File: config.mk
export PLATFORM = sky130hd
export DESIGN_NAME = hsv2rgb
export DESIGN_NICKNAME = d
export VERILOG_FILES = /design/src/rtl/hsv2rgb_pkg.sv /design/src/rtl/hsv2rgb_div.sv /design/src/rtl/hsv2rgb.sv
export SDC_FILE = /design/constraint.sdc
export NUM_CORES = 1
export LEC_CHECK = 0
export ABC_CLOCK_PERIOD_IN_PS = 5600
export BUFFER_PORTS_ARGS = -buffer_cell sky130_fd_sc_hd__buf_2
export CAP_MARGIN = 20
export CORE_MARGIN = 4
export CORE_UTILIZATION = 50
export DETAILED_ROUTE_END_ITERATION = 10
export PLACE_DENSITY = 0.75
export SLEW_MARGIN = 30
export SYNTH_ARGS = -nofsm -noshare
export SYNTH_HDL_FRONTEND = slang
export SYNTH_HIERARCHICAL = 1
export SYNTH_SLANG_ARGS = --single-unit
File: constraint.sdc
create_clock -name clk -period 5.6 [get_ports clk]
set_clock_uncertainty 0.05 [all_clocks]
set_input_delay 0.56 -clock clk [delete_from_list [all_inputs] [get_ports clk]]
set_output_delay 0.56 -clock clk [all_outputs]
set_load 0.02 [all_outputs]
File: src/rtl/hsv2rgb_pkg.sv
// Shared definitions for the HSV/RGB colour path: FSM encoding, hue geometry,
// sector codes and the packed 5:5:5 pixel field layout.
package hsv2rgb_pkg;

   typedef enum logic [2:0] {
      IDLE   = 3'd0,
      SECTOR = 3'd1,
      MUL    = 3'd2,
      DIV    = 3'd3,
      ASM    = 3'd4
   } state_t;

   localparam int HUE_MAX  = 360;
   localparam int SECTOR_W = 60;

   localparam logic [8:0] HUE_MAX_9  = 9'(HUE_MAX);
   localparam logic [6:0] SECTOR_W_7 = 7'(SECTOR_W);

   localparam int MUL_CYCLES = 5;
   localparam int DIV_CYCLES = 11;

   localparam logic [2:0] SEC_0 = 3'd0;
   localparam logic [2:0] SEC_1 = 3'd1;
   localparam logic [2:0] SEC_2 = 3'd2;
   localparam logic [2:0] SEC_3 = 3'd3;
   localparam logic [2:0] SEC_4 = 3'd4;
   localparam logic [2:0] SEC_5 = 3'd5;

   // Packed pixel is {1'b0, r, g, b}; the HSV converter uses the same layout.
   localparam int R_HI = 14;
   localparam int R_LO = 10;
   localparam int G_HI = 9;
   localparam int G_LO = 5;
   localparam int B_HI = 4;
   localparam int B_LO = 0;

   function automatic logic [8:0] sector_base(input logic [2:0] sec);
      return 9'(SECTOR_W * int'(sec));
   endfunction

endpackage

File: src/rtl/hsv2rgb_div.sv
// Sequential divide-by-60: 11-step restoring division of an 11-bit dividend.
// The first step runs on the start edge; done pulses the cycle after the last step.
module div_by60_seq
   import hsv2rgb_pkg::*;
(
   input  logic        clk,
   input  logic        res,
   input  logic        start,
   input  logic [10:0] dividend,
   output logic        done,
   output logic [4:0]  quotient
);

   logic [5:0]  rem;
   logic [10:0] dvd;
   logic [4:0]  quo;
   logic [3:0]  count;
   logic        active;

   logic [5:0]  src_rem;
   logic [10:0] src_dvd;
   logic [4:0]  src_quo;
   logic [6:0]  trial;
   logic        ge;
   logic [5:0]  new_rem;

   // Only the low five quotient bits are kept; for valid products the quotient never exceeds 30.
   always_comb begin
      src_rem = start ? 6'd0 : rem;
      src_dvd = start ? dividend : dvd;
      src_quo = start ? 5'd0 : quo;
      trial   = {src_rem, src_dvd[10]};
      ge      = (trial >= SECTOR_W_7);
      new_rem = 6'(ge ? (trial - SECTOR_W_7) : trial);
   end

   always_ff @(posedge clk) begin
      if (!res) begin
         rem    <= 6'd0;
         dvd    <= 11'd0;
         quo    <= 5'd0;
         count  <= 4'd0;
         active <= 1'b0;
         done   <= 1'b0;
      end else begin
         done <= 1'b0;
         if (start || active) begin
            rem <= new_rem;
            dvd <= {src_dvd[9:0], 1'b0};
            quo <= {src_quo[3:0], ge};
         end
         if (start) begin
            count  <= 4'd1;
            active <= 1'b1;
         end else if (active) begin
            count <= count + 4'd1;
            if (count == 4'(DIV_CYCLES - 1)) begin
               active <= 1'b0;
               done   <= 1'b1;
            end
         end
      end
   end

   assign quotient = quo;

endmodule

File: src/rtl/hsv2rgb.sv
// HSV to packed 5:5:5 RGB converter with a fixed 18-edge latency; saturation
// is absolute chroma (max - min) and value is the max channel.
module hsv2rgb
   import hsv2rgb_pkg::*;
(
   input  logic        clk,
   input  logic        res,
   input  logic        start,
   input  logic [8:0]  hue,
   input  logic [4:0]  saturation,
   input  logic [4:0]  value,
   input  logic        hue_invalid,
   output logic [15:0] data,
   output logic        done,
   output logic        busy,
   output logic        range_err
);

   state_t      state, state_next;
   logic [3:0]  cnt;

   logic [8:0]  h;
   logic [4:0]  s, v, mn;
   logic        inv, grey;
   logic [2:0]  sector;
   logic [10:0] p, mcand;
   logic [4:0]  mplier;

   logic [2:0]  sec_c;
   logic [5:0]  f_c;
   logic [4:0]  rise, fall, r_c, g_c, b_c;
   logic        div_start, div_done;
   logic [4:0]  q;

   always_ff @(posedge clk) begin
      if (!res) state <= IDLE;
      else      state <= state_next;
   end

   always_comb begin
      state_next = state;
      case (state)
         IDLE:    if (start) state_next = SECTOR;
         SECTOR:  state_next = MUL;
         MUL:     if (cnt == 4'(MUL_CYCLES - 1)) state_next = DIV;
         DIV:     if (cnt == 4'(DIV_CYCLES - 1)) state_next = ASM;
         ASM:     state_next = IDLE;
         default: state_next = IDLE;
      endcase
   end

   always_comb begin
      busy      = (state != IDLE);
      div_start = (state == DIV) && (cnt == 4'd0);
   end

   // Out-of-range hues fall into sector 5 with a truncated offset; they are forced grey anyway.
   always_comb begin
      sec_c = SEC_0;
      if      (h >= sector_base(SEC_5)) sec_c = SEC_5;
      else if (h >= sector_base(SEC_4)) sec_c = SEC_4;
      else if (h >= sector_base(SEC_3)) sec_c = SEC_3;
      else if (h >= sector_base(SEC_2)) sec_c = SEC_2;
      else if (h >= sector_base(SEC_1)) sec_c = SEC_1;
      f_c = 6'(h - sector_base(sec_c));
   end

   always_comb begin
      rise = mn + q;
      fall = v - q;
      r_c  = v;
      g_c  = v;
      b_c  = v;
      if (!grey) begin
         case (sector)
            SEC_0:   begin r_c = v;    g_c = rise; b_c = mn;   end
            SEC_1:   begin r_c = fall; g_c = v;    b_c = mn;   end
            SEC_2:   begin r_c = mn;   g_c = v;    b_c = rise; end
            SEC_3:   begin r_c = mn;   g_c = fall; b_c = v;    end
            SEC_4:   begin r_c = rise; g_c = mn;   b_c = v;    end
            default: begin r_c = v;    g_c = mn;   b_c = fall; end
         endcase
      end
   end

   always_ff @(posedge clk) begin
      if (!res) begin
         cnt       <= 4'd0;
         h         <= 9'd0;
         s         <= 5'd0;
         v         <= 5'd0;
         mn        <= 5'd0;
         inv       <= 1'b0;
         grey      <= 1'b0;
         sector    <= 3'd0;
         p         <= 11'd0;
         mcand     <= 11'd0;
         mplier    <= 5'd0;
         data      <= 16'd0;
         done      <= 1'b0;
         range_err <= 1'b0;
      end else begin
         done <= 1'b0;
         cnt  <= (state_next != state || state == IDLE) ? 4'd0 : cnt + 4'd1;
         case (state)
            IDLE: begin
               if (start) begin
                  h         <= hue;
                  s         <= (saturation < value) ? saturation : value;
                  v         <= value;
                  inv       <= hue_invalid;
                  range_err <= (hue >= HUE_MAX_9);
               end
            end
            SECTOR: begin
               sector <= sec_c;
               grey   <= inv | range_err | (s == 5'd0);
               mn     <= v - s;
               p      <= 11'd0;
               mcand  <= {5'd0, f_c};
               mplier <= s;
            end
            MUL: begin
               if (mplier[0]) p <= p + mcand;
               mcand  <= mcand << 1;
               mplier <= mplier >> 1;
            end
            ASM: begin
               if (div_done) begin
                  data[15]        <= 1'b0;
                  data[R_HI:R_LO] <= r_c;
                  data[G_HI:G_LO] <= g_c;
                  data[B_HI:B_LO] <= b_c;
                  done            <= 1'b1;
               end
            end
            default: ;
         endcase
      end
   end

   div_by60_seq u_div (
      .clk      (clk),
      .res      (res),
      .start    (div_start),
      .dividend (p),
      .done     (div_done),
      .quotient (q)
   );

endmodule

---- After elaboration in Yosys (flattened, before gate mapping) ----
Cells that the tools add are included.
storage, ports and cells
  output and inout port bits .............. 19
  ROM bits ................................ 0
  logic and storage cells ................. 108
  memories kept ........................... 0
  latch bits .............................. 0
  register bits ........................... 107
  RAM bits ................................ 0
cells by class
  divide/modulo/power cells ............... 0
  reduce and logical (&&, ||, !) cells .... 21
  order comparisons ....................... 8
  add/subtract/negate cells ............... 8
  $mul .................................... 1
  equality and inequality tests ........... 13
  multiplexer cells ....................... 31
  bitwise logic cells ..................... 4
  shift operators ......................... 0
operators by type and width
  kind                 number
  $pmux 5 s3           3
  $pmux 11 s2          2
  $mux 11              2
  $mux 5               4
  $ge 9x8->1 const B   2
  $ge 9x9->1 const B   2
  $mux 3               5
  $eq 3x2->1 const B   4
  $mux 6               2
  $pmux 3 s4           1
  $reduce_or 2->1      6
  $add 11x11->11       1
  $pmux 5 s2           1
  $sub 5x5->5          2
  $ge 9x6->1 const B   1
  $ge 9x7->1 const B   1
  $add 4x1->4 const B  2
  $eq 4x4->1 const B   2
  $mux 1               8
  $reduce_and 2->1     4
  $ge 7x6->1 const B   1
  $eq 3x1->1 const B   2
  $eq 3x3->1 const B   2
  $logic_not 3->1      2
  other kinds (19)     24

---- Longest topological paths before layout ----
  depth in word-level cells ............... 9
  gate-level depth with buffers ........... 13
  gate-level depth less buffers ........... 13

---- By module ----
Netlist, hierarchy kept.
modules (own cells, without submodules)
  module        instances  cells an instance  area each (um^2)
  hsv2rgb       1          611                5028.6
  div_by60_seq  1          137                1288.7

---- Worst setup path after synthesis ----
Ideal clock, no wire load.
  kind .................................... flip-flop to flip-flop
  from .................................... register h[7]
  to ...................................... register mcand[5]
  slack ................................... 2576 ps
  stages on the path, launching flop included .. 14
  library setup time ...................... 115 ps
  data arrival time ....................... 2859 ps
  cells stage by stage .................... dfxtp_1 maj3_2 a22oi_1 nor2b_1 o31ai_1 nand2_1 fa_1 ha_1 inv_1 ha_1 a21oi_1 xnor2_1 o21ai_0 and2_1
between the ends
  cells in the longest elaborated chain, start to end .. 9
  elaborated cells between the ends (all ways) .. 13
  classes of those cells .................. add/sub: 1; mul: 1; order compare: 5; mux: 6
ends and longest elaborated chain
  what                    RTL line           text
  from (decl)             hsv2rgb.sv:22      logic [8:0] h;
  from (signal assigned)  hsv2rgb.sv:108     h <= hue;
  $ge 9x6->1              hsv2rgb.sv:64      else if (h >= sector_base(SEC_1)) sec_c = SEC_1;
  $mux 1                  hsv2rgb.sv:64
  $mux 2                  hsv2rgb.sv:63      else if (h >= sector_base(SEC_2)) sec_c = SEC_2;
  $mux 2                  hsv2rgb.sv:62      else if (h >= sector_base(SEC_3)) sec_c = SEC_3;
  $mux 3                  hsv2rgb.sv:61      else if (h >= sector_base(SEC_4)) sec_c = SEC_4;
  $mux 3 (*)              hsv2rgb.sv:60      if (h >= sector_base(SEC_5)) sec_c = SEC_5;
  via sec_c[0]            hsv2rgb.sv:29      logic [2:0] sec_c;
  $mul 4x3->4 (*)         hsv2rgb_pkg.sv:38  return 9'(SECTOR_W * int'(sec));
  $sub 6x6->6 (*)         hsv2rgb.sv:65      f_c = 6'(h - sector_base(sec_c));
  $pmux 11 s2 (*)         hsv2rgb.sv:105     case (state)
  to (signal assigned)    hsv2rgb.sv:120     mcand <= {5'd0, f_c};
  to (signal assigned)    hsv2rgb.sv:125     mcand <= mcand << 1;
  to (decl)               hsv2rgb.sv:26      logic [10:0] p, mcand;
The timed path passes the listed nets; every way through them passes the cells marked *.
A chain may end at the register's enable or synchronous reset.

---- Worst setup path after layout ----
Ends and elaborated chain as after synthesis.

==> results by group <==
Run status
  • Outcome: finished, final reports clean

Clock network
  • TritonCTS buffer count: 9
  • Gates resized, CTS repair: 0
  • Htree depth: 3
  • Worst-skew pair later-pin latency: 0.36 ns
  • CTS max path bufs: 2
  • Cts hold-fix bufs: 0
  • CTS Sinks: 107
  • Clock root cell: clkbuf_16
  • Clock-pin slew on the worst setup and hold paths: 0.07 ns
  • Setup repair bufs after CTS: 0
  • CTS tree: yes

Worst setup path
  • Critical path data arrival time: 3.48 ns
  • Crit-path slowest cell: fa_1
  • Critical Setup Path Class: reg2reg
  • Worst r2r dst: mcand[5]
  • R2R Path Start: h[7]
  • Most frequent CP cell: ha_1
  • Worst Reg2Reg Path Length in Cells: 13
  • CP Capture Type: register
  • Crit path cell chain: maj3_2 > a22oi_1 > nor2b_1 > o31ai_1 > nand2_1 > fa_1 > ha_1 > inv_1 > ha_1 > a21oi_1 > xnor2_1 > o21ai_0 > and2_1
  • Worst setup path start: h[7]
  • Delay of the slowest critical-path stage: 0.54 ns
  • Crit path launch type: register
  • Crit path max-delay family: adder cells
  • Worst EP required: 5.81 ns
  • CP Max Fanout: 7
  • Worst reg2reg setup slack: 2.33 ns
  • Buf+Inv Stages, Crit Path: 1

Timing
  • Final cycle utilization of the critical path: 58.39%
  • Hold_ws: 0.3992 ns
  • Worst relative slew slack: 43.59%
  • Final WS setup: 2.330 ns
  • Minimum clock period: 3.270 ns
  • RSZ-0062 raised after global routing: false
  • FMAX: 305.8 MHz
  • Max-slew violations: 0
  • Setup violators final: 0
  • Worst-Margin Slew: 0.8461 ns
  • Setup_tns: 0 ns
  • Final hold violation count: 0

Synthesis
  • Synth top area share: 33.91%
  • Post-synth cell types: 75
  • Flops & latches, synth: 107
  • Most frequent cell after synthesis: dfxtp_1
  • Asr flop ratio synth: 0%
  • Number of synthesized flops with an enable pin: 0
  • Yosys top cell by area: dfxtp_1
  • Synth area leaders: dfxtp_1, ha_1, nand2_1
  • Syn Std Cell Area: 6317 sq um
  • Mapped Nets: 814
  • Synth warn: 6
  • Main synth FF type: dfxtp_1
  • Part of the Yosys area used for sequential elements: 33.91%
  • Mean Syn Cell Area: 8.446 sq um
  • Cells after synthesis: 748
  • Top cells by count, synth: dfxtp_1, nand2_1, o21ai_0, a21oi_1, nor2_1

Min path
  • Worst Hold Depth: 3
  • Worst Hold Launch: hue_invalid
  • HP Class: in2reg
  • Hold path endpoint: inv

Cells and area
  • Final Net Count: 826
  • Layout cells sized above 1: 10.85%
  • Finished Core Util: 56.71%
  • Finished Layout Cells: 933
  • Area grow syn2layout: 9.626%
  • Diodes inserted: 0

Power and ir drop
  • Sequential Power Share: 44.8%
  • Internal: 0.001351 W
  • Sw frac: 26.55%
  • Clock power frac: 41.0%
  • PwrDens: 265.6 nW/um^2
  • Reported net switching power: 0.0004884 W
  • Leakage: 2.755 nW
  • Peak VDD IR: 0.2136 mV
  • Comb pwr share: 14.1%

Route
  • Antenna Violating Nets Remaining: 0
  • Drt total wl: 14,220 um
  • Detailed Route Iter0 Violations: 410
  • Vias per inst: 5.786
  • Drt wl/cell: 15.24 um
  • DRT Pass-1 Iters: 5
  • DR vias: 5,398
  • Drt drc: 0

Placed design
  • Global placer's final weighted congestion: 0.9026
  • Pre-CTS WS: 2.333 ns
  • Post-DP HPWL: 10,160 um
  • Placed Instances: 917
  • Port Buffer Count: 40

GRT
  • Congestion Overflow GR: 0
  • First-pass GRT wire length: 24,030 um
  • Largest net degree at the start of global routing: 60
  • GRT Util Overall: 19.98%
  • Vias in the first global route: 5,206
  • Initial antenna violation count: 0

Floorplan
  • Row Count: 40
  • Die width: 120.4 um
  • Core box area: 12,210 sq um
  • I/O pins: 42
  • Die area: 14,500 sq um
  • Die height: 120.4 um
  • Starting Density: 51.73%

Run
  • Max cap viols: 0
## power by group through the flow
stage	logic, W	clock network, W	registers, W
after global placement	0.000248	0	0.000840
after CTS	0.000260	0.000765	0.000824
after global routing	0.000293	0.000796	0.000829
final	0.000260	0.000755	0.000825
after detailed placement	0.000257	0	0.000842
after floorplan	0.000214	0	0.000824
## worst max path at each step
stage	end	slack (ns)	cells after the start
detailed placement	mcand[5]	2.33	13
finish	mcand[5]	2.33	13
global placement	mcand[5]	2.47	13
CTS	mcand[5]	2.31	13
floorplan	mcand[5]	2.58	13
global route	mcand[5]	2.13	13
## flip-flops by register name, summed over array words and instances (netlist names), 3 cells and up
name and flops:
data 15, h 9, p 11, mplier 5
u_div/dvd 10, mcand 11, u_div/count 4, cnt 4
state 3, u_div/rem 6, s 5, mn 5
u_div/quotient 5, sector 3, v 5
## cell usage in the layout, fill, tap and decap left out, drive strengths merged, types with 4 or more instances in the layout
cell type  synthesis  layout
dfxtp            107     107
nand2             88      88
o21ai             46      46
buf               25      46
nor2              44      44
a21oi             43      43
ha                37      37
inv               35      37
a21boi            29      29
nor2b             27      27
a22oi             23      23
mux2i             23      23
nand3             17      17
and2              16      16
a21o              15      15
xnor2             14      14
xor2              14      14
nor3              13      13
a211oi            11      11
clkbuf            20      10
a31oi              9       9
nand2b             8       8
o211ai             8       8
o22ai              6       6
fa                 6       6
o211a              5       5
a311oi             5       5
o21a               4       4
o221ai             4       4
a221oi             4       4
## per-layer routing
layer	vias up	routed length (um)	global-route usage, %
li1	2685	-	-
met1	2557	6436	25.08
met2	133	6822	33.88
met3	23	698	4.630
met4	0	259	6.586
met5	-	0	0
## layout make-up
| cell class | instances | area (sq um) |
|---|---|---|
| inverters | 35 | 138.9 |
| clock inverters | 6 | 118.9 |
| multi-input cells | 561 | 3831 |
| repair buffers | 46 | 245.2 |
| fillers | 1117 | 5286 |
| clock buffers | 10 | 239.0 |
| flip-flops and latches | 107 | 2142 |
| well taps | 168 | 210.2 |
## cells by family (layout without fill, tap and decap cells)
| group | count (synthesis) | in the layout | synth area share, % |
|---|---|---|---|
| other | 1 | 1 | 0.05936 |
| flip-flops | 107 | 107 | 33.91 |
| XOR/XNOR | 28 | 28 | 3.882 |
| AO/OA/AOI/OAI | 232 | 232 | 25.21 |
| adder cells (fa/ha/maj) | 44 | 44 | 9.408 |
| AND/OR/NAND/NOR | 233 | 233 | 18.20 |
| buffers and inverters | 80 | 97 | 5.684 |
| multiplexers | 23 | 23 | 3.644 |
## through the flow
stage                     power, W  instance area [sq um]
after global placement    0.001088                   6568
after global routing      0.001918                   6925
final                     0.001840                   6925
after detailed placement  0.001099                   6568
after CTS                 0.001848                   6925
after floorplan           0.001037                   6317
## worst reg2reg max path, cell delays in order, from the launching register on
cell and delay, ns:
dfxtp_1 0.37, maj3_2 0.32, a22oi_1 0.18, nor2b_1 0.08, o31ai_1 0.27, nand2_1 0.15, fa_1 0.54, ha_1 0.31
inv_1 0.05, ha_1 0.30, a21oi_1 0.18, xnor2_1 0.13, o21ai_0 0.07, and2_1 0.17
Note: power is estimated with default switching activity, not from simulation.
